$ cat config.mk
export PLATFORM = sky130hd
export DESIGN_NAME = sram_write_packer
export DESIGN_NICKNAME = d
export VERILOG_FILES = /design/src/rtl/sram_write_packer_pkg.sv /design/src/rtl/sram_write_packer_buffer.sv /design/src/rtl/sram_write_packer.sv
export SDC_FILE = /design/constraint.sdc
export NUM_CORES = 1
export LEC_CHECK = 0
export CAP_MARGIN = 20
export CORE_MARGIN = 8
export CORE_UTILIZATION = 30
export DETAILED_ROUTE_END_ITERATION = 8
export SLEW_MARGIN = 20
export SYNTH_ARGS = -nofsm -noshare
export SYNTH_HDL_FRONTEND = slang
export SYNTH_SLANG_ARGS = --single-unit
$ cat constraint.sdc
create_clock -name clk -period 10.86 [get_ports clk]
set_input_delay 1.086 -clock clk [delete_from_list [all_inputs] [get_ports clk]]
set_output_delay 1.086 -clock clk [all_outputs]
set_load 0.05 [all_outputs]
$ cat src/rtl/sram_write_packer_pkg.sv
// rtl/sram_write_packer_pkg.sv - shared widths, word size and FSM encoding for the SRAM write packer
package sram_write_packer_pkg;

    localparam int MAX_ADDR_WIDTH = 16;
    localparam int INT8_SIZE      = 8;
    localparam int INT32_SIZE     = 32;
    localparam int WORD_BYTES     = 8;

    typedef enum logic [1:0] {
        WP_IDLE  = 2'd0,
        WP_RUN   = 2'd1,
        WP_FLUSH = 2'd2,
        WP_DONE  = 2'd3
    } wp_state_e;

endpackage

$ cat src/rtl/sram_write_packer_buffer.sv
// rtl/sram_write_packer_buffer.sv - staging byte buffer with simultaneous word shift-out and vector append
module write_pack_buffer #(
    parameter int LANES  = 8,
    parameter int BYTES  = 16,
    parameter int BYTE_W = 8,
    parameter int FILL_W = $clog2(BYTES + 1)
) (
    input  logic                    clk,
    input  logic                    rst,
    input  logic                    clear,
    input  logic                    shift_en,
    input  logic                    append_en,
    input  logic [3:0]              append_cnt,
    input  logic [LANES*BYTE_W-1:0] append_data,
    output logic [FILL_W-1:0]       fill_next,
    output logic [LANES*BYTE_W-1:0] word
);

    localparam int SEL_W = $clog2(LANES);

    logic [BYTE_W-1:0] mem_q [BYTES];
    logic [BYTE_W-1:0] mem_s [BYTES];
    logic [BYTE_W-1:0] mem_n [BYTES];
    logic [FILL_W-1:0] fill_q;
    logic [FILL_W-1:0] fill_s;
    logic [FILL_W-1:0] idx;

    // Bytes at or above fill are always zero, so a partial word needs no extra masking of data.
    always_comb begin
        fill_s = fill_q;
        idx    = '0;
        for (int i = 0; i < BYTES; i++) mem_s[i] = mem_q[i];
        if (shift_en) begin
            if (fill_q >= FILL_W'(LANES)) begin
                fill_s = fill_q - FILL_W'(LANES);
                for (int i = 0; i < BYTES - LANES; i++) mem_s[i] = mem_q[i + LANES];
                for (int i = BYTES - LANES; i < BYTES; i++) mem_s[i] = '0;
            end else begin
                fill_s = '0;
                for (int i = 0; i < BYTES; i++) mem_s[i] = '0;
            end
        end

        fill_next = fill_s;
        for (int i = 0; i < BYTES; i++) mem_n[i] = mem_s[i];
        if (append_en) begin
            fill_next = fill_s + FILL_W'(append_cnt);
            for (int i = 0; i < BYTES; i++) begin
                idx = FILL_W'(i) - fill_s;
                if (FILL_W'(i) >= fill_s && FILL_W'(i) < fill_next)
                    mem_n[i] = append_data[idx[SEL_W-1:0]*BYTE_W +: BYTE_W];
            end
        end

        if (clear) begin
            fill_next = '0;
            for (int i = 0; i < BYTES; i++) mem_n[i] = '0;
        end
    end

    always_ff @(posedge clk) begin
        if (!rst) begin
            fill_q <= '0;
            for (int i = 0; i < BYTES; i++) mem_q[i] <= '0;
        end else begin
            fill_q <= fill_next;
            for (int i = 0; i < BYTES; i++) mem_q[i] <= mem_n[i];
        end
    end

    always_comb begin
        for (int k = 0; k < LANES; k++) word[k*BYTE_W +: BYTE_W] = mem_q[k];
    end

endmodule

$ cat src/rtl/sram_write_packer.sv
// rtl/sram_write_packer.sv - packs int8 result vectors into byte-masked SRAM words; WRITE_PACKER_PERF_EN adds a stall counter
module sram_write_packer
    import sram_write_packer_pkg::*;
#(
    parameter int MAX_VECTOR_SIZE = 8,
    parameter int BUF_BYTES       = 16
) (
    input  logic                                 clk,
    input  logic                                 rst,
    input  logic                                 init,
    input  logic                                 start_i,
    input  logic [MAX_ADDR_WIDTH-1:0]            base_addr_i,
    input  logic [INT32_SIZE-1:0]                number_of_elements_i,
    input  logic                                 valid_i,
    input  logic [3:0]                           lane_cnt_i,
    input  logic [MAX_VECTOR_SIZE*INT8_SIZE-1:0] data_i,
    output logic                                 ready_o,
    output logic                                 wr_en_o,
    input  logic                                 wr_ready_i,
    output logic [MAX_ADDR_WIDTH-1:0]            wr_addr_o,
    output logic [MAX_VECTOR_SIZE*INT8_SIZE-1:0] wr_data_o,
    output logic [MAX_VECTOR_SIZE-1:0]           wr_mask_o,
    output logic                                 done_o
`ifdef WRITE_PACKER_PERF_EN
    ,
    output logic [INT32_SIZE-1:0]                stall_cnt_o
`endif
);

    localparam int FILL_W = $clog2(BUF_BYTES + 1);

    wp_state_e                  state_q, state_n;
    logic [INT32_SIZE-1:0]      remaining_q, remaining_n;
    logic [MAX_ADDR_WIDTH-1:0]  addr_q, addr_n;
    logic [3:0]                 lanes, accept_cnt;
    logic                       in_xfer, wr_xfer, start_accept;
    logic [FILL_W-1:0]          fill_next;
    logic                       ready_n, wr_en_n, done_n;
    logic [MAX_VECTOR_SIZE-1:0] wr_mask_n;

    assign in_xfer = valid_i & ready_o;
    assign wr_xfer = wr_en_o & wr_ready_i;

    always_comb begin
        lanes = lane_cnt_i;
        if (lane_cnt_i == 4'd0 || lane_cnt_i > 4'(MAX_VECTOR_SIZE)) lanes = 4'(MAX_VECTOR_SIZE);
        accept_cnt = (remaining_q < INT32_SIZE'(lanes)) ? remaining_q[3:0] : lanes;
    end

    write_pack_buffer #(
        .LANES  (MAX_VECTOR_SIZE),
        .BYTES  (BUF_BYTES),
        .BYTE_W (INT8_SIZE),
        .FILL_W (FILL_W)
    ) u_buffer (
        .clk         (clk),
        .rst         (rst),
        .clear       (init | start_accept),
        .shift_en    (wr_xfer),
        .append_en   (in_xfer),
        .append_cnt  (accept_cnt),
        .append_data (data_i),
        .fill_next   (fill_next),
        .word        (wr_data_o)
    );

    always_comb begin
        state_n      = state_q;
        remaining_n  = remaining_q;
        addr_n       = addr_q;
        start_accept = 1'b0;
        if (wr_xfer) addr_n = addr_q + MAX_ADDR_WIDTH'(WORD_BYTES);
        case (state_q)
            WP_IDLE: begin
                if (start_i) begin
                    start_accept = 1'b1;
                    if (number_of_elements_i != '0) begin
                        state_n     = WP_RUN;
                        remaining_n = number_of_elements_i;
                        addr_n      = base_addr_i;
                    end else begin
                        state_n = WP_DONE;
                    end
                end
            end
            WP_RUN: begin
                if (in_xfer) begin
                    remaining_n = remaining_q - INT32_SIZE'(accept_cnt);
                    if (remaining_n == '0) state_n = WP_FLUSH;
                end
            end
            WP_FLUSH: if (fill_next == '0) state_n = WP_DONE;
            WP_DONE:  state_n = WP_IDLE;
            default:  state_n = WP_IDLE;
        endcase

        // Outputs are decoded from the next state so every port leaves a flop.
        ready_n = (state_n == WP_RUN) && (fill_next <= FILL_W'(MAX_VECTOR_SIZE));
        wr_en_n = ((state_n == WP_RUN) && (fill_next >= FILL_W'(MAX_VECTOR_SIZE))) ||
                  ((state_n == WP_FLUSH) && (fill_next != '0));
        done_n  = (state_n == WP_DONE);
        for (int k = 0; k < MAX_VECTOR_SIZE; k++)
            wr_mask_n[k] = wr_en_n && (fill_next > FILL_W'(k));
    end

    always_ff @(posedge clk) begin
        if (!rst || init) begin
            state_q     <= WP_IDLE;
            remaining_q <= '0;
            addr_q      <= '0;
            ready_o     <= 1'b0;
            wr_en_o     <= 1'b0;
            wr_mask_o   <= '0;
            done_o      <= 1'b0;
        end else begin
            state_q     <= state_n;
            remaining_q <= remaining_n;
            addr_q      <= addr_n;
            ready_o     <= ready_n;
            wr_en_o     <= wr_en_n;
            wr_mask_o   <= wr_mask_n;
            done_o      <= done_n;
        end
    end

    assign wr_addr_o = addr_q;

`ifdef WRITE_PACKER_PERF_EN
    logic [INT32_SIZE-1:0] word_cnt_q;

    always_ff @(posedge clk) begin
        if (!rst || init || (state_q == WP_IDLE && start_i)) begin
            stall_cnt_o <= '0;
            word_cnt_q  <= '0;
        end else begin
            if (wr_en_o && !wr_ready_i && stall_cnt_o != '1) stall_cnt_o <= stall_cnt_o + 1'b1;
            if (wr_xfer) word_cnt_q <= word_cnt_q + 1'b1;
        end
    end

`ifndef SYNTHESIS
    always_ff @(posedge clk) begin
        if (rst && !init && state_q == WP_DONE)
            $display("sram_write_packer: words=%0d stalls=%0d", word_cnt_q, stall_cnt_o);
    end
`endif
`endif

endmodule

* Word-level counts from Yosys, hierarchy flattened
Memories as Yosys holds them, arrays and structs flattened. Cells that the tools add are included.
Cells by class: $add $sub $neg 20, $lt $le $gt $ge 45, equality and inequality tests 9, shift operators 16, mux-type cells 60, bitwise gates (word level) 19, reductions and logical operators 39
Operator list (number):
- 64-bit by 7-bit variable part select with 8-bit output | 16
- 128-bit two-way mux | 4
- 8-bit two-way mux | 32
- 32-bit two-way mux | 3
- 16-bit two-way mux | 4
- 32-bit case mux with 2 select lines | 1
- 4-bit by 5-bit greater-or-equal comparator with 1-bit output (first input constant) | 8
- 4-bit by 5-bit less-than comparator with 1-bit output (first input constant) | 8
- 32-bit logical NOT | 1
- 32-bit by 4-bit less-than comparator with 1-bit output | 1
- 32-bit nonzero test | 1
- 32-bit by 4-bit subtractor with 32-bit output | 1
- 1-bit logical AND | 27
- 3-bit subtractor (first input constant) | 8
- 3-bit by 5-bit greater-or-equal comparator with 1-bit output (first input constant) | 4
- 5-bit by 3-bit greater-than comparator with 1-bit output (second input constant) | 4
- 3-bit by 5-bit less-than comparator with 1-bit output (first input constant) | 4
- 5-bit two-way mux | 4
- 1-bit OR | 17
- 16-bit by 4-bit adder with 16-bit output (second input constant) | 1
- 1-bit by 3-bit subtractor with 3-bit output (first input constant) | 4
- 2-bit by 3-bit subtractor with 3-bit output (first input constant) | 4
- 1-bit by 5-bit greater-or-equal comparator with 1-bit output (first input constant) | 2
- 2-bit by 5-bit greater-or-equal comparator with 1-bit output (first input constant) | 2
- 25 further kinds | 47
Storage, ports and cells: bits in registers 66, bits in writable memories 128, bits of input ports 122, output and inout bits 91, logic and storage cells 217, memories 1
Memory list:
- u_buffer.mem_q | depth 16, width 8, read ports 16, clocked after memory_dff 0, wr ports 16, RTL line sram_write_packer_buffer.sv:21 | logic [BYTE_W-1:0] mem_q [BYTES];

* Longest topological paths before layout
depth in word-level cells 15, depth in mapped cells 23, mapped depth without buffers 20

* Cells and area by module
A second synthesis with hierarchy kept.
Second synthesis, totals: cell total of the unflattened synthesis 1668, area total of the unflattened synthesis 13804.5 um^2
By module, submodules not included:
- write_pack_buffer | times used 1, cells each 1159, area each 9927.0 um^2, sequential area each 2662.6 um^2
- sram_write_packer | times used 1, cells each 509, area each 3877.5 um^2, sequential area each 1221.2 um^2

* Least setup slack after synthesis
Ideal clock, no wire load.
kind in2reg, from in lane_cnt_i[1], to reg wr_mask_o[1], setup time 0.079 ns, data arrival time 6.106 ns, required time 10.781 ns, slack 4.674 ns, stages on the path 20, buffers on the path 1, cell sequence nor2b_1 -> inv_1 -> ha_1 -> or4b_1 -> a211oi_2 -> nand4_1 -> buf_2 -> o21ai_0 -> ha_1 -> inv_1 -> ha_1 -> or4b_1 -> a2111oi_0 -> nand4_1 -> a211oi_1 -> o211ai_1 -> a2111o_1 -> or4_4 -> a211o_4 -> a22oi_1
On the way: cells in the longest elaborated chain, start to end 15, elaborated cells between the ends (all ways) 25, classes of those cells add/sub: 2; order compare: 4; eq/ne: 2; mux: 8; reduce/logical: 9
RTL lines:
- start, declared | RTL line sram_write_packer.sv:15 | input logic [3:0] lane_cnt_i,
- 4-bit greater-than comparator or 4-bit logical NOT (tied branches) | RTL line sram_write_packer.sv:46 | if (lane_cnt_i == 4'd0 || lane_cnt_i > 4'(MAX_VECTOR_SIZE)) lanes = 4'(MAX_VECTOR_SIZE);
- 1-bit logical OR | RTL line sram_write_packer.sv:46
- 4-bit two-way mux (*) | RTL line sram_write_packer.sv:46
- 32-bit by 4-bit less-than comparator with 1-bit output | RTL line sram_write_packer.sv:47 | accept_cnt = (remaining_q < INT32_SIZE'(lanes)) ? remaining_q[3:0] : lanes;
- 4-bit two-way mux (*) | RTL line sram_write_packer.sv:47
- branches (longest 9 deep; another with 32-bit by 4-bit subtractor with 32-bit output)
- 1-bit logical AND (*) | RTL line sram_write_packer.sv:103 | wr_mask_n[k] = wr_en_n && (fill_next > FILL_W'(k));
- end signal, assigned | RTL line sram_write_packer.sv:121 | wr_mask_o <= wr_mask_n;
- end, declared | RTL line sram_write_packer.sv:22 | output logic [MAX_VECTOR_SIZE-1:0] wr_mask_o,
Mark *: on every way between the ends. A chain may end at the register's enable or synchronous reset.

* Final worst setup path
from in lane_cnt_i[1], to reg wr_mask_o[2]
The elaborated chain is that of the path after synthesis.

==> results.json <==
{
  "clock_sink_count": 194,
  "cts_buffer_depth": 2,
  "maxSlewViolCount": 0,
  "synthXorXnorAreaFrac_pct": 1.55,
  "clockRootBuffer": "clkbuf_16",
  "rows": 77,
  "num-fill-cells": 4558,
  "viasPerCell": 5.29,
  "setup_violations": 0,
  "dr.pass1.iters": 5,
  "fin_crit_sh_pct": 66.3,
  "p_per_area_nw_per_um2": 112,
  "synth_cells": 1725,
  "p_leak_nw": 6.19,
  "detail-route-antenna-nets": 0,
  "ff2ff_setup_slack_ps": 4830,
  "ys_warn_count": 0,
  "multiInputGateArea_um2": 8550,
  "die_width_um": 228,
  "cts_resized": 0,
  "synth_async_sr_flop_share_pct": 0,
  "setup.worst_path.class": "input port to flip-flop",
  "grt_start_max_net_pins": 86,
  "register_area_um2": 3880,
  "synth_seq_cells": 194,
  "fin_worst_skew_ps": 20.0,
  "period_needed_ps": 7200,
  "path_max_fanout": 11,
  "syn_to_final_growth_pct": 20.6,
  "pre_cts_slack_ps": 3200,
  "die_y_um": 228,
  "synth_top_family_by_area": "simple AND/OR/NAND/NOR gates",
  "hold_viol_final": 0,
  "drt_iter0_drc": 990,
  "postRouteWirelength_mm": 46.8,
  "whs_ps": 475,
  "via_count": 12694,
  "end_kind": "flip-flop",
  "drv_cap": 0,
  "synth-compound-area-share_pct": 17.5,
  "nNetsFinal": 1936,
  "first_global_vias": 12525,
  "grt-ovfl-total": 0,
  "critPathLaunchType": "input port",
  "cts_tree": "yes",
  "place_congestion": 0.872,
  "fin_ws_ps": 3660,
  "synth-main-ff-cell": "dfxtp_1",
  "synthSimpleGateAreaFrac_pct": 22.4,
  "tns_ps": 0,
  "start_util_pct": 30.4,
  "rsz0062_at_grt": "false",
  "peakVddDrop_mv": 0.123,
  "synthMuxAreaShare_pct": 20.0,
  "gr-usage-all-layers_pct": 17.5,
  "post_drt_wl_per_cell_um": 19.5,
  "design.die.area_um2": 51900,
  "avgSynthCellArea_um2": 7.80,
  "holdBufCountCts": 0,
  "cts_buffers": 17,
  "synth_fp_nets": 1867,
  "clkLatencyLatePin_ps": 510,
  "antenna_found_initial": 1,
  "core_area_um2": 44200,
  "outcome": "complete, no violations",
  "post-cts-setup-buffers": 0,
  "drive_gt1_share_pct": 10.1,
  "io_pins": 213,
  "synth_edf_count": 0,
  "finalPower_mw": 1.81,
  "yosysSeqAreaShare_pct": 28.9,
  "max_freq_mhz": 139,
  "crit_required_ps": 11280,
  "grt_pass1_wl_mm": 72.9,
  "syn_area_um2": 13400,
  "portBuffers": 212,
  "clk_pin_slew_worst_paths_ps": 80,
  "drcViolationCount": 0,
  "min_path_type": "flip-flop to flip-flop",
  "htree_levels": 4,
  "synth.distinct_cells": 84,
  "worst_pin_slew_ps": 1080,
  "synth_fa_ha_area_share_pct": 1.86,
  "cp_data_arrival_time_ps": 7610,
  "slew_headroom_pct": 28.0,
  "place_hpwl_mm": 34.4
}
==> synthesized netlist by cell type (4+ instances only) <==
cell	n	area share (%)
xnor2_1	16	1.0
nand3_1	31	1.2
or3_1	7	0.33
o21ai_0	57	2.1
o31ai_1	6	0.33
and3_1	50	2.3
nand2b_1	7	0.33
or4_1	8	0.45
a22o_1	10	0.65
a211o_1	6	0.39
a22oi_1	12	0.67
nand2_1	332	9.3
o211ai_1	13	0.73
ha_1	20	1.9
buf_4	65	3.6
inv_1	17	0.47
buf_2	12	0.45
clkbuf_1	94	2.6
a211oi_1	32	1.8
nand4_1	13	0.60
mux2i_1	167	12
o32ai_1	4	0.26
nor4_1	15	0.70
a31oi_1	7	0.33
a21oi_1	163	6.1
nor3_1	14	0.52
mux2_1	13	1.1
a21o_1	7	0.39
or2_2	19	0.88
mux2_2	76	6.4
o21ai_1	4	0.15
and2_1	15	0.70
o211a_1	4	0.30
nor2_1	124	3.5
buf_1	14	0.39
o21a_1	4	0.22
dfxtp_1	194	29
xor2_1	6	0.39
nor2b_1	4	0.19
==> through the flow <==
step | utilization [%] | cell area [µm²] | cells
finish | 36.7 | 16200 | 2400
global route | 36.7 | 16200 | 2400
CTS | 36.7 | 16200 | 2399
detailed placement | 35.2 | 15600 | 2367
global placement | 35.2 | 15600 | 2367
floorplan | - | 13400 | 1725
==> critical path, stage by stage <==
cell and delay [ps]:
clkdlybuf4s50_1 500, nor2b_1 330, inv_1 220, ha_1 240, or4b_1 480, a211oi_2 340, nand4_1 440, o21ai_0 450
ha_1 250, inv_1 50, ha_1 290, or4b_1 460, a2111oi_0 400, nand4_1 180, a211oi_1 210, o211ai_1 120
a2111o_1 400, or4_4 560, a211o_4 390, a22oi_1 190
==> layout by cell type, fill, tap and decap left out, types with 6 or more instances in the layout <==
cell type	instances
a211o_1	6
a211oi_1	32
a21o_1	7
a21oi_1	163
a22o_1	10
a22oi_1	12
a31oi_1	7
and2_1	14
and3_1	50
buf_4	25
clkbuf_16	17
clkdlybuf4s50_1	212
dfxtp_1	194
ha_1	20
inv_1	17
inv_12	8
mux2_1	13
mux2_2	76
mux2i_1	167
nand2_1	330
nand2b_1	6
nand3_1	31
nand4_1	13
nor2_1	123
nor3_1	14
nor4_1	15
o211ai_1	13
o21ai_0	55
o31ai_1	6
or2_2	19
or3_1	7
or4_1	8
xnor2_1	16
xor2_1	6
==> cell type report <==
class | count | share of cell area [%]
Inverter | 19 | 0.440
Tap cell | 592 | 4.57
Clock inverter | 15 | 1.45
Multi-Input combinational cell | 1325 | 52.7
Clock buffer | 17 | 2.62
Sequential cell | 194 | 23.9
Timing Repair Buffer | 237 | 14.2
Antenna cell | 1 | 0.0154
==> per-layer routing <==
metal	track usage (%)	wire length [µm]	vias up
met3	4.14	2800	58
met1	22.8	21400	6061
li1	-	-	6179
met2	28.0	21300	396
met5	0	0	-
met4	6.34	1340	0
==> registers in the layout, summed over array words and instances (netlist names) <==
signal           count
done_o               1
ready_o              1
remaining_q         32
state_q              2
u_buffer.fill_q      5
u_buffer.mem_q     128
wr_addr_o           16
wr_en_o              1
wr_mask_o            8
==> where the power goes <==
| group | internal [mW] | total (mW) | switching (mW) |
|---|---|---|---|
| registers | 0.721 | 0.734 | 0.0133 |
| logic | 0.143 | 0.362 | 0.219 |
| clock network | 0.331 | 0.714 | 0.384 |
==> worst paths after layout <==
path | cells past startpoint | startpoint | end
worst min-delay path | 2 | u_buffer.mem_q[0][90] | u_buffer.mem_q[0][90]
worst max-delay path | 20 | lane_cnt_i[1] | wr_mask_o[2]
worst max register to register | 17 | remaining_q[1] | wr_mask_o[2]
worst min register to register | 2 | u_buffer.mem_q[0][90] | u_buffer.mem_q[0][90]
==> logic make-up (layout without fill, tap and decap cells) <==
kind of cell	Yosys count	in the layout
AOI/OAI and AO/OA	368	368
xor gates and xnor gates	23	23
adders and majority gates	20	20
buffers and inverters	206	288
DFF	194	194
muxes	257	257
other	0	1
and+or+nand+nor	657	657
Note: power is estimated with default switching activity, not from simulation.
